$ cat src/rtl/mult_pkg.sv
// Shared types and constants for the sequential 16x16 unsigned multiplier.
package mult_pkg;

    localparam int MULT_W = 16;
    localparam int PROD_W = 32;

    typedef enum logic [1:0] {
        IDLE = 2'd0,
        RUN  = 2'd1,
        DONE = 2'd2
    } state_e;

    // Rows per step must divide the 16-bit multiplier into whole chunks.
    function automatic bit rows_legal(input int rows);
        return (rows == 1) || (rows == 2) || (rows == 4) || (rows == 8) || (rows == 16);
    endfunction

endpackage

$ cat src/rtl/mult_row_slice.sv
// Combinational partial-product slice: sums ROWS shifted, bit-masked copies of A
// for the multiplier chunk selected by the current step index.
module mult_row_slice
    import mult_pkg::*;
#(
    parameter int ROWS   = 4,
    parameter int STEP_W = 3
) (
    input  logic [MULT_W-1:0] a_i,
    input  logic [ROWS-1:0]   b_chunk_i,
    input  logic [STEP_W-1:0] step_i,
    output logic [PROD_W-1:0] sum_o
);

    logic [PROD_W-1:0] a_ext;

    assign a_ext = {{(PROD_W-MULT_W){1'b0}}, a_i};

    always_comb begin
        sum_o = '0;
        for (int j = 0; j < ROWS; j++) begin
            if (b_chunk_i[j]) begin
                sum_o = sum_o + (a_ext << (int'(step_i) * ROWS + j));
            end
        end
    end

endmodule

$ cat src/rtl/mult16_seq_ctrl.sv
// Sequencing controller for the 16x16 unsigned multiply: operand handshake in,
// ROWS_PER_STEP partial-product rows accumulated per cycle, product handshake out.
module mult16_seq_ctrl
    import mult_pkg::*;
#(
    parameter int ROWS_PER_STEP = 4,
    parameter bit EARLY_EXIT    = 1'b1
) (
    input  logic              clk,
    input  logic              reset_n,
    input  logic              in_valid,
    output logic              in_ready,
    input  logic [MULT_W-1:0] a,
    input  logic [MULT_W-1:0] b,
    input  logic              flush,
    output logic              out_valid,
    input  logic              out_ready,
    output logic [PROD_W-1:0] product,
    output logic              busy,
    output state_e            state_dbg
);

    localparam int N_STEPS = MULT_W / ROWS_PER_STEP;
    localparam int CNT_W   = $clog2(N_STEPS) + 1;

    if (!rows_legal(ROWS_PER_STEP)) begin : g_bad_rows
        $error("mult16_seq_ctrl: ROWS_PER_STEP must be 1, 2, 4, 8 or 16");
    end

    state_e            state_q, state_d;
    logic [PROD_W-1:0] acc_q, acc_d;
    logic [CNT_W-1:0]  cnt_q, cnt_d;
    logic [MULT_W-1:0] a_q, a_d;
    logic [MULT_W-1:0] b_q, b_d;

    logic [MULT_W-1:0]        b_cur;
    logic [MULT_W-1:0]        b_rest;
    logic [ROWS_PER_STEP-1:0] b_chunk;
    logic [PROD_W-1:0]        row_sum;
    logic                     last_step;
    logic                     rest_zero;

    // b_rest holds the multiplier bits not yet consumed after this step.
    assign b_cur     = b_q >> (ROWS_PER_STEP * int'(cnt_q));
    assign b_rest    = b_q >> (ROWS_PER_STEP * (int'(cnt_q) + 1));
    assign b_chunk   = b_cur[ROWS_PER_STEP-1:0];
    assign last_step = (cnt_q == CNT_W'(N_STEPS - 1));
    assign rest_zero = (b_rest == '0);

    mult_row_slice #(
        .ROWS   (ROWS_PER_STEP),
        .STEP_W (CNT_W)
    ) u_row_slice (
        .a_i       (a_q),
        .b_chunk_i (b_chunk),
        .step_i    (cnt_q),
        .sum_o     (row_sum)
    );

    always_ff @(posedge clk or negedge reset_n) begin
        if (!reset_n) begin
            state_q <= IDLE;
            acc_q   <= '0;
            cnt_q   <= '0;
            a_q     <= '0;
            b_q     <= '0;
        end else begin
            state_q <= state_d;
            acc_q   <= acc_d;
            cnt_q   <= cnt_d;
            a_q     <= a_d;
            b_q     <= b_d;
        end
    end

    always_comb begin
        state_d   = state_q;
        acc_d     = acc_q;
        cnt_d     = cnt_q;
        a_d       = a_q;
        b_d       = b_q;
        in_ready  = 1'b0;
        out_valid = 1'b0;

        case (state_q)
            IDLE: begin
                in_ready = 1'b1;
                if (in_valid && !flush) begin
                    a_d     = a;
                    b_d     = b;
                    acc_d   = '0;
                    cnt_d   = '0;
                    state_d = RUN;
                end
            end
            RUN: begin
                acc_d = acc_q + row_sum;
                cnt_d = cnt_q + CNT_W'(1);
                if (last_step || (EARLY_EXIT && rest_zero)) begin
                    state_d = DONE;
                end
            end
            DONE: begin
                out_valid = 1'b1;
                if (out_ready) begin
                    state_d = IDLE;
                end
            end
            default: state_d = IDLE;
        endcase

        // Abort overrides everything, including a capture in IDLE.
        if (flush) begin
            state_d = IDLE;
            acc_d   = '0;
            cnt_d   = '0;
        end
    end

    assign product   = acc_q;
    assign busy      = (state_q == RUN) || (state_q == DONE);
    assign state_dbg = state_q;

endmodule

$ cat config.mk
export PLATFORM = sky130hd
export DESIGN_NAME = mult16_seq_ctrl
export DESIGN_NICKNAME = d
export VERILOG_FILES = /design/src/rtl/mult_pkg.sv /design/src/rtl/mult_row_slice.sv /design/src/rtl/mult16_seq_ctrl.sv
export SDC_FILE = /design/constraint.sdc
export NUM_CORES = 1
export LEC_CHECK = 0
export ABC_AREA = 1
export BUFFER_PORTS_ARGS = -buffer_cell sky130_fd_sc_hd__clkbuf_2
export CORE_MARGIN = 8
export CORE_UTILIZATION = 55
export CTS_BUF_LIST = sky130_fd_sc_hd__clkbuf_16
export CTS_CLUSTER_SIZE = 16
export DETAILED_ROUTE_END_ITERATION = 7
export PLACE_DENSITY_LB_ADDON = 0.3
export SKIP_LAST_GASP = 1
export SLEW_MARGIN = 5
export SYNTH_ARGS = -nofsm -noshare
export SYNTH_HDL_FRONTEND = slang
export SYNTH_SLANG_ARGS = --single-unit
$ cat constraint.sdc
create_clock -name clk -period 22.4 [get_ports clk]
set_input_delay 0 -clock clk [delete_from_list [all_inputs] [get_ports clk]]
set_output_delay 0 -clock clk [all_outputs]
set_load 0.03 [all_outputs]
Word-level counts from Yosys, hierarchy flattened. Index checks and enable logic that the tools add are counted.

Add/subtract/negate cells: 9. Equal/unequal tests: 6. Shifts and indexed selects: 6. Muxes and demuxes: 17. Reductions and logical operators: 10.

Operators by type and width (count): $mux 32 (6); $add 32x32->32 (4); $shl 16x32->32 (3); $pmux 32 s2 (1); $shl 16x5->32 (1); $logic_not 16->1 (1); $shr 16x5->4 (1); $shr 16x6->16 (1); $add 5x2->6 const B (2); $ne 3x3->1 const B (3); $mux 2 (4); $add 5x1->6 const B (1); $mux 3 (2); $pmux 2 s3 (1); $pmux 3 s2 (1); $add 3x1->4 const B (1); $reduce_and 2->1 (2); $add 3x1->3 const B (1); $eq 3x2->1 const B (1); $reduce_and 3->1 (1); $reduce_bool 3->1 (1); $eq 2x1->1 const B (1); $eq 2x2->1 const B (1); $logic_not 2->1 (1); 4 further kinds (6).

Flip-flop bits (word level): 69. Output and inout bits: 37.

Longest topological paths before layout. Gate-level depths: netlist (run 1).

Depth after elaboration: 11. Depth in mapped cells: 56.

By module. Synthesis (run 1) repeated with hierarchy kept, for this count alone.

Cells, all modules: 2059. Area, all modules: 12079.1 sq um.

Modules (own cells, without submodules): mult_row_slice (instances 1, cells each 1280, area an instance 6859.1 sq um, sequential area each 0.0 sq um); mult16_seq_ctrl (instances 1, cells each 779, area an instance 5220.0 sq um, sequential area each 1726.7 sq um).

Worst setup path before layout (run 1). OpenSTA, ideal clock, no wires.

Kind: register to register. Start point: register cnt_q[2]. End point: register acc_q[31] (netlist: product[31]). Library setup time: 0.118 ns. Arrival: 7.077 ns. Required time: 22.282 ns. Slack: 15.205 ns. Cell stages (with the launch flop): 49. Buffers on the path: 3. Path through: dfrtp_1 -> buf_6 -> nor2_1 -> inv_2 -> buf_2 -> buf_2 -> nor3_1 -> nand2_1 -> inv_1 -> ha_1 -> nand3_1 -> nand2_1 -> a21oi_1 -> o21ai_0 -> xnor2_1 -> nand2_1 -> o21ai_0 -> inv_1 -> (+13 left out) -> nand2_1 -> nand2_1 -> nand3_1 -> nand2_1 -> o211ai_1 -> or2_2 -> a21oi_1 -> a21oi_1 -> ha_1 -> a21o_1 -> a21oi_1 -> inv_1 -> a21oi_1 -> o221ai_1 -> a21oi_1 -> nand3_1 -> nand3_1 -> nand2_1.

Longest elaborated chain between the ends: 11. Elaborated cells between the ends (all ways): 18. Classes of those cells: 7 x add/sub; 5 x shift; 6 x mux.

Ends and longest elaborated chain: start, declared (line mult16_seq_ctrl.sv:32) `logic [CNT_W-1:0] cnt_q, cnt_d;`; start signal, assigned (line mult16_seq_ctrl.sv:70) `cnt_q <= cnt_d;`; $add 5x1->6, or another cell as far along (line mult_row_slice.sv:23) `sum_o = sum_o + (a_ext << (int'(step_i) * ROWS + j));`; $shl 16x32->32 or $mux 32 (tied branches) (line mult_row_slice.sv:23, mult_row_slice.sv:22); $add 32x32->32 (line mult_row_slice.sv:23); $mux 32 (line mult_row_slice.sv:22) `if (b_chunk_i[j]) begin`; $add 32x32->32 (line mult_row_slice.sv:23); $mux 32 (line mult_row_slice.sv:22); $add 32x32->32 (line mult_row_slice.sv:23); $mux 32 (*) (line mult_row_slice.sv:22); $add 32x32->32 (*) (line mult16_seq_ctrl.sv:97) `acc_d = acc_q + row_sum;`; $pmux 32 s2 (*) (line mult16_seq_ctrl.sv:85) `case (state_q)`; $mux 32 (*) (line mult16_seq_ctrl.sv:113) `if (flush) begin`; end signal, assigned (line mult16_seq_ctrl.sv:63) `acc_q <= '0;`; end signal, assigned (line mult16_seq_ctrl.sv:69) `acc_q <= acc_d;`; end, declared (line mult16_seq_ctrl.sv:31) `logic [PROD_W-1:0] acc_q, acc_d;`.

Every way passes the cells marked *; elsewhere a longest branch is shown, timed or not. A chain may end at the register's enable or synchronous reset.

Worst setup path in the final report (run 1).
Start point: register cnt_q[2]. End point: register acc_q[26] (netlist: product[26]).

The elaborated chain is that of the path after synthesis.

==> summary.md, run 1 <==
| Metric | Value |
|---|---|
| Critical path launch point type | flip-flop |
| Yosys Warn Count | 0 |
| Post-Place Setup Slack | 13.10 ns |
| Final HPWL DP | 32.2 mm |
| Status | complete, no violations |
| Final WL | 40.8 mm |
| Setup crit end kind | flip-flop |
| Synth Instances | 1913 |
| Cts repair resizes | 0 |
| # H-tree levels | 3 |
| Tmin final | 9.57 ns |
| Mapped Avg Cell Area | 5.99 sq um |
| Global-route wire length before repair | 65.3 mm |
| Nets | 2165 |
| Post-synth EDFFs | 0 |
| Layout cells sized above 1 | 0.0784 |
| Area grow syn2layout | 10.6% |
| #FFs+latches synth | 69 |
| Num ports | 74 |
| Critical path peak fanout | 22 |
| Initial DRC Count | 1147 |
| WS Path Type | reg -> reg |
| Core ar. | 20400 sq um |
| Vias per Instance | 5.84 |
| Clock insertion delay at the later pin of the skew report | 0.34 ns |
| Sequential Area | 1730 sq um |
| Die H | 160 um |
| Worst Min Path Start | out_ready |
| # diodes | 0 |
| CTS Root Cell | clkbuf_16 |
| Routability cong. | 1.08 |
| Post-synth top cells | nand2_1, inv_1, a21oi_1 |
| Global Route Usage Sum | 0.310 |
| Pin count of the biggest net entering global routing | 70 |
| # port buffers | 73 |
| Post-DRT Antenna Nets | 0 |
| Origin of the worst setup path | cnt_q[2] |
| Final Hold Fails | 0 |
| Vias in the first global route | 12561 |
| Total CTS buffers | 9 |
| Congestion Overflow GR | 0 |
| Crit Reg-Reg Startpoint | cnt_q[2] |
| Most frequent CP cell | a21oi_1 |
| Most frequent cell after synthesis | nand2_1 |
| Setup_tns | 0 ns |
| Cell area after synthesis | 11500 sq um |
| CP delay by family, top | compound AO/OA/AOI/OAI gates |
| Post-synth cell types | 52 |
| RSZ-0062 raised after global routing | false |
| # DRC | 0 |
| Synth top area share | 0.168 |
| Initial core utilization | 0.562 |
| Fin. max-slew vios | 0 |
| Worst stage delay on the critical path | 0.86 ns |
| Worst Clk Skew | 0.0143 ns |
| WP buf/inv | 5 |
| Critical Path AT | 9.79 ns |
| FILL cells | 1930 |
| Max Cap Viol | 0 |
| Top FF cell, synth | dfrtp_1 |
| Fraction of the yosys area taken by sequential cells | 0.151 |
| DR pass1 iterations | 6 |
| Die width | 160 um |
| Non-Filler Instances | 2273 |
| Worst path slowest cell | dfrtp_1 |
| Final setup vio count | 0 |
| Final WS setup | 12.83 ns |
| Die area | 25700 sq um |
| Final core occ | 0.622 |
| Via count | 13273 |
| Min-Delay Path Class | in -> reg |
| Area occupied by multi-input gates | 8530 sq um |
| Leading area contributor after synthesis | nand2_1 |
| Wirelength per Cell | 17.9 um |
| Synth top area cells | nand2_1, dfrtp_1, ha_1 |
| Fmax | 0.105 GHz |
| Initial antenna violation count | 0 |
| Final worst path period share | 0.427 |
| Post-synthesis async set-or-reset flop share | 1.00 |
| Clk buf depth | 2 |
| Cell Rows | 52 |
| Worst EP required | 22.62 ns |
| Worst slew pin tran | 1.26 ns |
| CTS tree | yes |
| Max transition margin | 0.160 |
| Placed insts | 2223 |
| Clock sink count | 69 |
| Clk slew on worst S/H paths | 0.07 ns |
==> registers in the layout (all words and copies together) (netlist names) <==
register,cells
state_dbg,2
a_q,16
cnt_q,3
product,32
b_q,16
==> area by class of cell <==
class                      count  share of cell area
multi-input combinational   1533               0.674
clock buffer                   9              0.0178
clock inverter                 7             0.00583
sequential                    69               0.136
inverter                     272              0.0806
timing repair buffer         113              0.0593
tap                          270              0.0267
==> metrics by stage <==
| stage | hold WS, ns | cell area (sq um) |
|---|---|---|
| 2_1_floorplan | -0.296 | 11500 |
| 3_3_place_gp | 0.232 | 12000 |
| 3_5_place_dp | 0.237 | 12000 |
| 4_1_cts | 0.107 | 12700 |
| 5_1_grt | 0.159 | 12700 |
| 6_report | 0.104 | 12700 |
==> logic make-up after synthesis <==
group,after synthesis,synth area share
compound gates,463,0.228
xor+xnor,47,0.0359
fa+ha+maj,130,0.145
buf+inv,313,0.107
flops,69,0.151
mux,18,0.0172
other cells,1,0.000327
simple gates,872,0.316
==> layout by cell type (no fill, tap or decap), types with 11 or more instances in the layout <==
cell type	n
clkbuf_2	72
nand2_1	512
o22ai_1	11
dlygate4sd3_1	34
a21oi_1	219
ha_1	126
a21o_1	16
xnor2_1	29
o21ai_0	111
inv_1	265
nand4_1	24
or2_2	20
nand3_1	83
nor3_1	22
dfrtp_1	69
xor2_1	18
mux2_2	13
nor2_1	189
o21bai_1	25
o21ai_1	21
==> layer usage <==
layer / vias up / global-route usage / share of wire
li1: 6507 / - / -
met1: 6040 / 0.395 / 0.43
met2: 596 / 0.499 / 0.44
met3: 130 / 0.0442 / 0.070
met4: 0 / 0.165 / 0.054
met5: - / 0 / 0
==> worst paths after layout <==
path,to,slack (ns),cells after the start
setup / recovery,product[26],12.83,42
hold / removal,state_dbg[1],0.10,4
setup reg to reg,product[26],12.83,42
hold reg to reg,b_q[2],0.52,1
max in group asynchronous,product[19],21.39,3
min in group asynchronous,b_q[13],0.42,3
==> tightest hold or removal path: stages <==
cell      delay, ns
clkbuf_2       0.08
o221ai_1       0.16
nand2_1        0.08
o21ai_0        0.07
==> what timing repair did <==
item / CTS / global route
buffers inserted: 0 / 0
hold buffers: 34 / 0
hold endpoints to repair: 102 / 0
Power of run 1 is left out: the tool's default activity adds up to more than one toggle a clock period on the data nets, which glitch-free logic cannot reach.
==> run 2, diff against run 1 <==
- clock period: 22.4 -> 9.1 ns (I/O delays scaled with it)
==> run 2 against run 1 <==
Wire length shrank 2.6%; critical path type unchanged; critical path depth grew 7; highest routed layer unchanged; global-route usage shrank 0.78 points.
==> summary.md, run 2 (synthesis results as in run 1) <==
| Metric | Value |
|---|---|
| Pin count of the biggest net entering global routing | 70 (unchanged) |
| Layout cells sized above 1 | 0.0959 (was 0.0784) |
| Final instance area | 12900 sq um (was 12700 sq um) |
| WS Path Type | reg -> reg (unchanged) |
| Max FFs per register | 32 (unchanged) |
| Global Route Usage Sum | 0.302 (was 0.310) |
| CP delay by family, top | simple AND/OR/NAND/NOR gates (was compound AO/OA/AOI/OAI gates) |
| Worst EP required | 9.32 ns (was 22.62 ns) |
| Die width | 160 um (unchanged) |
| # H-tree levels | 3 (unchanged) |
| Tmin final | 8.41 ns (was 9.57 ns) |
| Worst slew pin tran | 1.00 ns (was 1.26 ns) |
| Final worst path period share | 0.924 (was 0.427) |
| Post-DRT Antenna Nets | 0 (unchanged) |
| Commonest non-fill, non-tap cell in the layout | nand2_1 (unchanged) |
| Most frequent cells in the layout | nand2_1, inv_1, a21oi_1 (unchanged) |
| Clk buf depth | 2 (unchanged) |
| Critical Path AT | 8.62 ns (was 9.79 ns) |
| Final WL | 39.7 mm (was 40.8 mm) |
| Post-CTS setup buffer count | 0 (unchanged) |
| Num ports | 74 (unchanged) |
| Setup crit end kind | flip-flop (unchanged) |
| Clock sink count | 69 (unchanged) |
| Stages on the worst setup path | 49 (was 42) |
| Routability cong. | 1.02 (was 1.08) |
| WP buf/inv | 7 (was 5) |
| Die area | 25700 sq um (unchanged) |
| DR pass1 iterations | 6 (unchanged) |
| Congestion Overflow GR | 0 (unchanged) |
| Area occupied by multi-input gates | 8590 sq um (was 8530 sq um) |
| Final core occ | 0.634 (was 0.622) |
| FILL cells | 2018 (was 1930) |
| Via count | 13131 (was 13273) |
| Final setup vio count | 0 (unchanged) |
| Worst stage delay on the critical path | 0.50 ns (was 0.86 ns) |
| Initial antenna violation count | 0 (unchanged) |
| Cell Rows | 52 (unchanged) |
| Clk slew on worst S/H paths | 0.07 ns (about the same) |
| # diodes | 0 (unchanged) |
| # DRC | 0 (unchanged) |
| Initial core utilization | 0.562 (unchanged) |
| Most frequent CP cell | nand2_1 (was a21oi_1) |
| Worst path slowest cell | fa_1 (was dfrtp_1) |
| CTS tree | yes (unchanged) |
| Core ar. | 20400 sq um (unchanged) |
| Max transition margin | 0.331 (was 0.160) |
| Vias in the first global route | 12367 (was 12561) |
| Fin. max-slew vios | 0 (unchanged) |
| Reg2Reg Depth | 49 (was 42) |
| Critical path peak fanout | 17 (was 22) |
| Initial DRC Count | 1221 (was 1147) |
| Status | complete, no violations (unchanged) |
| Max Cap Viol | 0 (unchanged) |
| Area of placed instances | 12200 sq um (was 12000 sq um) |
| Worst hold stages | 4 (unchanged) |
| Critical path launch point type | flip-flop (unchanged) |
| CTS Root Cell | clkbuf_16 (unchanged) |
| Wirelength per Cell | 17.3 um (was 17.9 um) |
| Worst Clk Skew | 0.0121 ns (was 0.0143 ns) |
| Clock insertion delay at the later pin of the skew report | 0.34 ns (about the same) |
| Global-route wire length before repair | 64.0 mm (was 65.3 mm) |
| Sequential Area | 1730 sq um (about the same) |
| Nets | 2184 (was 2165) |
| Final HPWL DP | 32.0 mm (was 32.2 mm) |
| Area grow syn2layout | 12.8% (was 10.6%) |
| # port buffers | 73 (unchanged) |
| Die H | 160 um (unchanged) |
| Total CTS buffers | 9 (unchanged) |
| Vias per Instance | 5.73 (was 5.84) |
| Final Hold Fails | 0 (unchanged) |
| Fmax | 0.119 GHz (was 0.105 GHz) |
| Min-Delay Path Class | in -> reg (unchanged) |
run 2: changes by cell type in the layout (fill, tap and decap cells not counted), sizes merged:
cell | previous run | this run
buf | 7 | 26
clkinv | 2 | 1
bufinv | 1 | 2
run 2: layout make-up:
cell class,count,area share
multi-input combinational,1533,0.665
sequential,69,0.134
inverter,272,0.0805
timing repair buffer,132,0.0692
tap,270,0.0262
clock buffer,9,0.0174
clock inverter,7,0.00717
run 2: path summary, 6_finish.rpt:
kind,slack [ns],start,end
max,0.69,cnt_q[1],product[29]
min,0.10,out_ready,state_dbg[0]
min reg2reg,0.52,b_q[3],b_q[3]
min in group asynchronous,0.39,reset_n,b_q[13]
max reg2reg,0.69,cnt_q[1],product[29]
max in group asynchronous,8.04,reset_n,cnt_q[0]
run 2: stage by stage:
step | TNS (ns) | hold WS, ns | cells | setup slack, ns
after floorplan | 0 | -0.296 | 1915 | 1.90
after global placement | 0 | 0.233 | 2242 | 0.501
after detailed placement | 0 | 0.238 | 2242 | 0.385
after CTS | 0 | 0.0945 | 2292 | 0.359
after global routing | -0.000483 | 0.161 | 2292 | -0.000483
final | 0 | 0.102 | 2292 | 0.693
run 2: worst reg2reg max path: cells and delay by family (launching register included):
| family | cells | cell delay (ns) |
|---|---|---|
| DFF | 1 | 0.46 |
| buffers and inverters | 7 | 0.80 |
| AOI/OAI and AO/OA | 14 | 2.15 |
| adders and majority gates | 5 | 1.83 |
| xor gates and xnor gates | 2 | 0.33 |
| and+or+nand+nor | 21 | 2.71 |
run 2: metal layers:
layer  global-route usage  vias to the layer above  share of wire
li1                     -                     6556              -
met1                0.405                     6012           0.45
met2                0.485                      498           0.45
met3               0.0360                       65          0.065
met4                0.121                        0          0.037
met5                    0                        -              0
run 2: repair_timing:
item                                   4_1_cts  5_1_grt
setup endpoints to repair                    0       10
endpoints found under the hold margin      102        0
gates resized for setup                      0       29
hold buffers                                34        0
Power of run 2 is left out for the same reason.
